[src/rtl/egg_timer_countdown.sv]
// Egg timer countdown core: minutes:seconds setting, 1 Hz countdown, timed alarm.
// All outputs are registered and change only on clkFast rising edges.
module egg_timer_countdown #(
    parameter int MAX_MIN     = 99,
    parameter int ALARM_TICKS = 10
) (
    input  logic       clkFast,
    input  logic       reset,
    input  logic       tick,
    input  logic       btnMin,
    input  logic       btnSec,
    input  logic       btnStartStop,
    input  logic       btnClear,
    output logic [6:0] minutes,
    output logic [5:0] seconds,
    output logic       running,
    output logic       alarm
);

    localparam int CW = (ALARM_TICKS > 1) ? $clog2(ALARM_TICKS + 1) : 1;

    localparam logic [1:0] IDLE  = 2'd0;
    localparam logic [1:0] RUN   = 2'd1;
    localparam logic [1:0] PAUSE = 2'd2;
    localparam logic [1:0] ALARM = 2'd3;

    localparam logic [6:0]    MIN_TOP  = 7'(MAX_MIN);
    localparam logic [CW-1:0] CNT_LAST = CW'(ALARM_TICKS - 1);

    logic [1:0]    state, state_d;
    logic [6:0]    min_d;
    logic [5:0]    sec_d;
    logic [CW-1:0] alarm_cnt, cnt_d;
    logic          time_zero;

    assign time_zero = (minutes == 7'd0) && (seconds == 6'd0);

    always_comb begin
        state_d = state;
        min_d   = minutes;
        sec_d   = seconds;
        cnt_d   = alarm_cnt;
        if (btnClear) begin
            state_d = IDLE;
            min_d   = '0;
            sec_d   = '0;
            cnt_d   = '0;
        end else begin
            case (state)
                IDLE, PAUSE: begin
                    if (btnStartStop) begin
                        if (!time_zero) state_d = RUN;
                    end else begin
                        if (btnMin) min_d = (minutes == MIN_TOP) ? '0 : minutes + 7'd1;
                        if (btnSec) sec_d = (seconds == 6'd59) ? '0 : seconds + 6'd1;
                    end
                end
                RUN: begin
                    if (btnStartStop) begin
                        state_d = PAUSE;
                    end else if (tick) begin
                        if (seconds != 6'd0) begin
                            sec_d = seconds - 6'd1;
                            // Reaching 00:00 enters ALARM on the same edge as the decrement
                            if (seconds == 6'd1 && minutes == 7'd0) begin
                                state_d = ALARM;
                                cnt_d   = '0;
                            end
                        end else if (minutes != 7'd0) begin
                            min_d = minutes - 7'd1;
                            sec_d = 6'd59;
                        end
                    end
                end
                ALARM: begin
                    if (btnStartStop || btnMin || btnSec) begin
                        state_d = IDLE;
                        cnt_d   = '0;
                    end else if (tick) begin
                        if (alarm_cnt == CNT_LAST) begin
                            state_d = IDLE;
                            cnt_d   = '0;
                        end else begin
                            cnt_d = alarm_cnt + CW'(1);
                        end
                    end
                end
                default: begin
                    state_d = IDLE;
                    cnt_d   = '0;
                end
            endcase
        end
    end

    // Flags are registered from the next state so they stay aligned with it
    always_ff @(posedge clkFast or negedge reset) begin
        if (!reset) begin
            state     <= IDLE;
            minutes   <= '0;
            seconds   <= '0;
            alarm_cnt <= '0;
            running   <= 1'b0;
            alarm     <= 1'b0;
        end else begin
            state     <= state_d;
            minutes   <= min_d;
            seconds   <= sec_d;
            alarm_cnt <= cnt_d;
            running   <= (state_d == RUN);
            alarm     <= (state_d == ALARM);
        end
    end

endmodule

[config.mk]
export PLATFORM = sky130hd
export DESIGN_NAME = egg_timer_countdown
export DESIGN_NICKNAME = d
export VERILOG_FILES = /design/src/rtl/egg_timer_countdown.sv
export SDC_FILE = /design/constraint.sdc
export NUM_CORES = 1
export LEC_CHECK = 0
export BUFFER_PORTS_ARGS = -buffer_cell sky130_fd_sc_hd__buf_2
export CAP_MARGIN = 20
export CORE_MARGIN = 3
export CORE_UTILIZATION = 51
export DETAILED_ROUTE_END_ITERATION = 16
export PLACE_DENSITY = 0.77
export REMOVE_ABC_BUFFERS = 1
export SETUP_SLACK_MARGIN = 0.4
export SLEW_MARGIN = 20
export SYNTH_ARGS = -nofsm -noshare
export SYNTH_HDL_FRONTEND = slang
export SYNTH_SLANG_ARGS = --single-unit
[constraint.sdc]
create_clock -name clkFast -period 1.9 [get_ports clkFast]
set_input_delay 0.38 -clock clkFast [delete_from_list [all_inputs] [get_ports clkFast]]
set_output_delay 0.38 -clock clkFast [all_outputs]
set_load 0.02 [all_outputs]
Yosys cells after proc, flatten, opt, wreduce, memory -nomap -nowiden --
Cells that the tools add are included.
Cells by class: muxes and demuxes 38, $add $sub $neg 5, reductions and logical operators 15, equal/unequal tests 20, bitwise operators 0, divide/modulo/power cells 0, multipliers 0, order comparisons 0, shifts and indexed selects 0
Operators with widths (number):
- two-way mux 7 bit | 8
- two-way mux 6 bit | 8
- two-way mux 4 bit | 8
- != test 3 bit (second input constant) | 9
- two-way mux 2 bit | 10
- case mux 7 bit (2 select lines) | 1
- case mux 6 bit (2 select lines) | 1
- AND reduction 6 bit | 2
- != test 4 bit (second input constant) | 2
- case mux 4 bit (2 select lines) | 1
- adder 7 x 1 -> 7 bit (second input constant) | 1
- == test 7 bit (second input constant) | 1
- zero test 7 bit | 1
- AND reduction 7 bit | 1
- nonzero test 7 bit | 1
- subtractor 7 x 1 -> 7 bit (second input constant) | 1
- adder 6 x 1 -> 6 bit (second input constant) | 1
- == test 2 bit (second input constant) | 3
- == test 6 x 1 -> 1 bit (second input constant) | 1
- == test 6 bit (second input constant) | 1
- zero test 6 bit | 1
- case mux 2 bit (3 select lines) | 1
- nonzero test 3 bit | 2
- nonzero test 6 bit | 1
- 8 further kinds | 11
Word-level totals: word-level logic and storage cells 84, output and inout bits 15, memory bits (read-only) 0, latch bits 0, bits of input ports 7, memories kept 0, register bits after elaboration 21, RAM bits 0

Depth between registers and ports, before layout --
depth in word-level cells 9, gate-level depth with buffers 8, depth with buffers taken out 7

Worst setup path before layout --
OpenSTA, ideal clock, no wires.
path kind reg2reg, start register seconds[1], end register alarm_cnt[2], library setup time 0.129 ns, required time 1.771 ns, arrival time 1.927 ns, period minus slack after synthesis 2.056 ns, slack -0.156 ns, cell stages (with the launch flop) 9, buffers on the path 1, cells stage by stage dfrtp_1 inv_1 ha_1 clkbuf_1 nor2b_1 and4_1 o31ai_1 or2_1 o21ai_0
On the way: longest elaborated chain between the ends 4, elaborated cells on any way between the ends 6, classes of those cells eq/ne: 3; reduce/logical: 3
Ends and longest elaborated chain:
- from (decl) | RTL line 15 | output logic [5:0] seconds,
- from (signal assigned) | RTL line 101 | seconds <= '0;
- from (signal assigned) | RTL line 108 | seconds <= sec_d;
- == test 6 x 1 -> 1 bit | RTL line 65 | if (seconds == 6'd1 && minutes == 7'd0) begin
- logical AND 1 bit | RTL line 65
- != test 3 bit (no source line)
- AND reduction 6 bit (no source line) *
- to (signal assigned) | RTL line 109 | alarm_cnt <= cnt_d;
- to (decl) | RTL line 33 | logic [CW-1:0] alarm_cnt, cnt_d;
Every way passes the cells marked *; elsewhere a longest branch is shown, timed or not. A chain may end at the register's enable or synchronous reset.

Worst setup path after layout --
start register minutes[4], end register seconds[3]
On the way: longest elaborated chain between the ends 3
Ends and longest elaborated chain:
- from (decl) | RTL line 14 | output logic [6:0] minutes,
- from (signal assigned) | RTL line 107 | minutes <= min_d;
- nonzero test 7 bit | RTL line 69 | end else if (minutes != 7'd0) begin
- != test 4 bit (no source line)
- AND reduction 6 bit (no source line)
Every way passes these cells.

==> flow_results.org <==
** Clock tree
- CTS placed an instance of clkbuf_4 at the clock tree root.
- TritonCTS built the clock tree.
- TritonCTS created 3 clock buffers.
- Hold buffer count at CTS :: 0
- Worst-path clk slew :: 120 ps
- In this run the deepest clock path goes through 2 buffers.
- H-tree depth reported by CTS :: 1
- Clock insertion delay at the later pin of the skew report :: 320 ps
- Total number of clock tree sinks :: 21

** Synth
- Fraction of synthesis flops using an asynchronous set or reset pin :: 100%
- In the synthesized netlist, the cells that appear most often are 21 x dfrtp_1, 18 x nand2_1, 18 x o21ai_0.
- Synthesis handed over a netlist of between 150 and 200 instances.
- Synth Register Bits :: 21
- Mean instance size in the synthesized netlist :: 8.29 um2
- Mapped Area :: approximately 0.0016 mm2
- Cell taking the most area after synthesis :: dfrtp_1
- The synthesized netlist devotes 1.64% of its cell area to XOR and XNOR gates.
- Of the post-synthesis cell area, the part taken by muxes is 0%.
- Complex-gate fraction of the synthesized area :: between 20% and 30%
- Ys Warns :: 0
- Most frequently used cell type in the post-synthesis netlist :: dfrtp_1
- Yosys attributes the largest share of cell area to dfrtp_1 33%, ha_1 6.3%, o21ai_0 5.6%.
- EDFF count, synth :: 0
- Counting distinct cell types in the post-synthesis netlist gives 48.
- Summing the sequential cell areas from Yosys gives 32.8% of the chip area.
- After synthesis, the largest family of logic cells by area is simple AND/OR/NAND/NOR gates.
- In this run the biggest area consumer among cell types represents 32.8% of the synthesized area.
- Of the total synthesized cell area, the portion taken by AND, OR, NAND and NOR gates is 27.6%.
- Among all flip-flop cells after synthesis, the most frequent one is dfrtp_1.
- Summing the areas of all fa, ha and maj instances in the mapped netlist gives 6.25% of the synthesized area.

** Cells and area
- The post-route netlist has 54.9% of its cells at a drive strength greater than 1.
- Utilization of the core after routing :: between 90 and 100%
- The repair_antennas step left the layout with diodes totalling 0.
- In the final design database the tool counted 280 nets.
- Post-synthesis to final-layout area growth :: 63.3%
- After routing the design area is 0.00261 mm2.

** Setup path
- STA puts the critical path data arrival time at about 2100 ps.
- The worst setup path is of the flip-flop to flip-flop kind.
- STA classifies the critical path startpoint as a flip-flop.
- Of all nets on the critical path, the largest fanout is 4.
- STA puts the critical path data required time at between 2000 and 2500 ps.
- The worst setup path is captured at a flip-flop.

** STA
- Setup violations remaining at the end of the flow were counted as 1.
- Worst hold slack :: ~0.54 ps
- Measured against its own limit, the worst slew margin works out to 63.2%.
- Part of the cycle the worst path needs :: 101%
- Final Hold Vio Count :: 0
- Total negative slack :: -28.3 ps
- Final-report max-slew violation count :: 0
- In the post-route analysis, the smallest setup slack over all paths is -28.3 ps.
- On the final layout, the worst clock skew is 8.73 ps.
- After layout, the minimum clock period comes to 1930 ps.
- Top achievable clock speed :: 0.519 GHz
- Worst Tran Pin Value :: 548 ps
- Setup repair after global routing could not meet its margin everywhere.

** Placed design
- Port Buffers :: 21
- Placed instance area :: 0.00191 mm2
- Half-perimeter wire length after placement :: roughly 3.2 mm
- Final RePlAce weighted congestion :: 0.886
- Worst slack at placement :: -84.9 ps

** Power and ir drop
- Leakage dissipation :: 0.00109 uW
- Total power density per cell area :: around 1000 mW/mm2
- The worst-case IR drop observed on VDD is around 0.00077 V.

** Global route
- Pin count of the biggest net entering global routing :: 22
- For this run the aggregate overflow at the end of global routing stands at 0.
- Global-route wire length before repair :: 8.98 mm
- Initial antenna violation count :: 0
- Vias in the first global route :: 1,882
- Global routing used 31.6% of the available tracks across all layers.

** Die
- X dimension of the die :: 62.0 um
- Number of core rows :: 19
- Starting density of the core :: ~56%
- 22 I/O pins were placed.
- The floorplan step defined a die boundary enclosing ~0.0038 mm2.
- The die is 62.0 um tall.
- The core region is between 0.002 and 0.003 mm2.

** Route
- Pre-antenna DRT Iters :: 7
- The final route contains 2,082 vias.
- Dividing the detail-routed via count by the number of cells gives 6.80.
- Dividing the detail-routed wire length by the instance count gives approximately 22 um.
- First-iteration detailed-routing DRC count :: 300
- Total detailed-routing wirelength :: 6.77 mm
- Remaining routing DRC violations :: 0
- The detail route stage leaves a number of antenna-violating nets equal to 0.

** Worst hold path
- The tightest min-delay check is of the input port to async pin type.

** Run status
- The checks that failed: negative setup slack.
- Outcome :: finished with violations

** Run
- Maxcap violations :: 0
==> per-layer routing <==
metal	global-route usage [%]	routed length, um
met4	14.8	423
met5	0	0
met1	38.7	2600
met3	6.20	599
met2	53.1	3150
==> where the power goes <==
part	internal, uW	switching [uW]	leakage (uW)
combinational	888	1050	0.000794
clock	78.9	142	0.0000177
sequential	512	73.5	0.000282
==> worst max-delay path, stage by stage (launching register included) <==
cell and delay (ps):
dfrtp_1 410, or3_4 440, o311ai_4 430, buf_4 190, o21ai_2 60, o21ai_2 170
a21oi_2 90
==> registers in the layout (all words and copies together), names as in the netlist <==
name / count
minutes: 7
seconds: 6
alarm_cnt: 4
state: 2
alarm: 1
running: 1
==> final timing paths <==
check | startpoint | endpoint | slack, ps | cells after the start
worst max register to register | minutes[4] | seconds[3] | -30 | 6
worst min register to register | alarm_cnt[3] | alarm_cnt[3] | 530 | 1
min in group clkFast | btnClear | seconds[4] | 500 | 2
max in group asynchronous | reset | seconds[2] | 1540 | 1
worst max-delay path | minutes[4] | seconds[3] | -30 | 6
worst min-delay path | reset | seconds[5] | 0.5 | 1
==> kinds of logic (layout without fill, tap and decap cells) <==
group	count (synthesis)	after routing
and+or+nand+nor	77	77
AOI/OAI and AO/OA	63	63
DFF	21	21
buffers and inverters	21	92
adders and majority gates	8	8
xor gates and xnor gates	3	3
==> cell usage in the layout (no fill, tap or decap), types with 4 or more instances in the layout <==
cell type,synthesis,routed
a21oi_1,14,9
a21oi_2,0,5
buf_2,3,13
buf_4,0,32
buf_6,0,30
dfrtp_1,21,17
dfrtp_2,0,4
ha_1,8,6
inv_1,12,7
inv_2,0,4
nand2_1,18,16
nand2b_1,8,7
nand3_1,7,4
nor2_1,9,6
nor3_1,6,4
o21ai_0,18,4
o21ai_1,0,6
o21ai_2,1,7
or3_1,5,4
==> through the flow <==
step           power (uW)  std cells
6_report             2740        306
4_1_cts              2330        297
3_5_place_dp         1700        272
5_1_grt              2850        306
2_1_floorplan        1270        184
3_3_place_gp         1660        272
==> layout make-up <==
class | count | area (um2)
fill | 113 | 263
tap | 42 | 52.6
inverter | 12 | 47.5
timing repair buffer | 76 | 658
clock inverter | 1 | 5.00
clock buffer | 3 | 22.5
sequential | 21 | 531
multi-input combinational | 151 | 1300
==> timing repair <==
action	CTS	global route
cloned	0	0
resized for setup	57	70
setup endpoints to repair	22	30
pin swaps	21	22
buffers inserted	21	9
No activity file was read; power rests on OpenSTA's default activity.
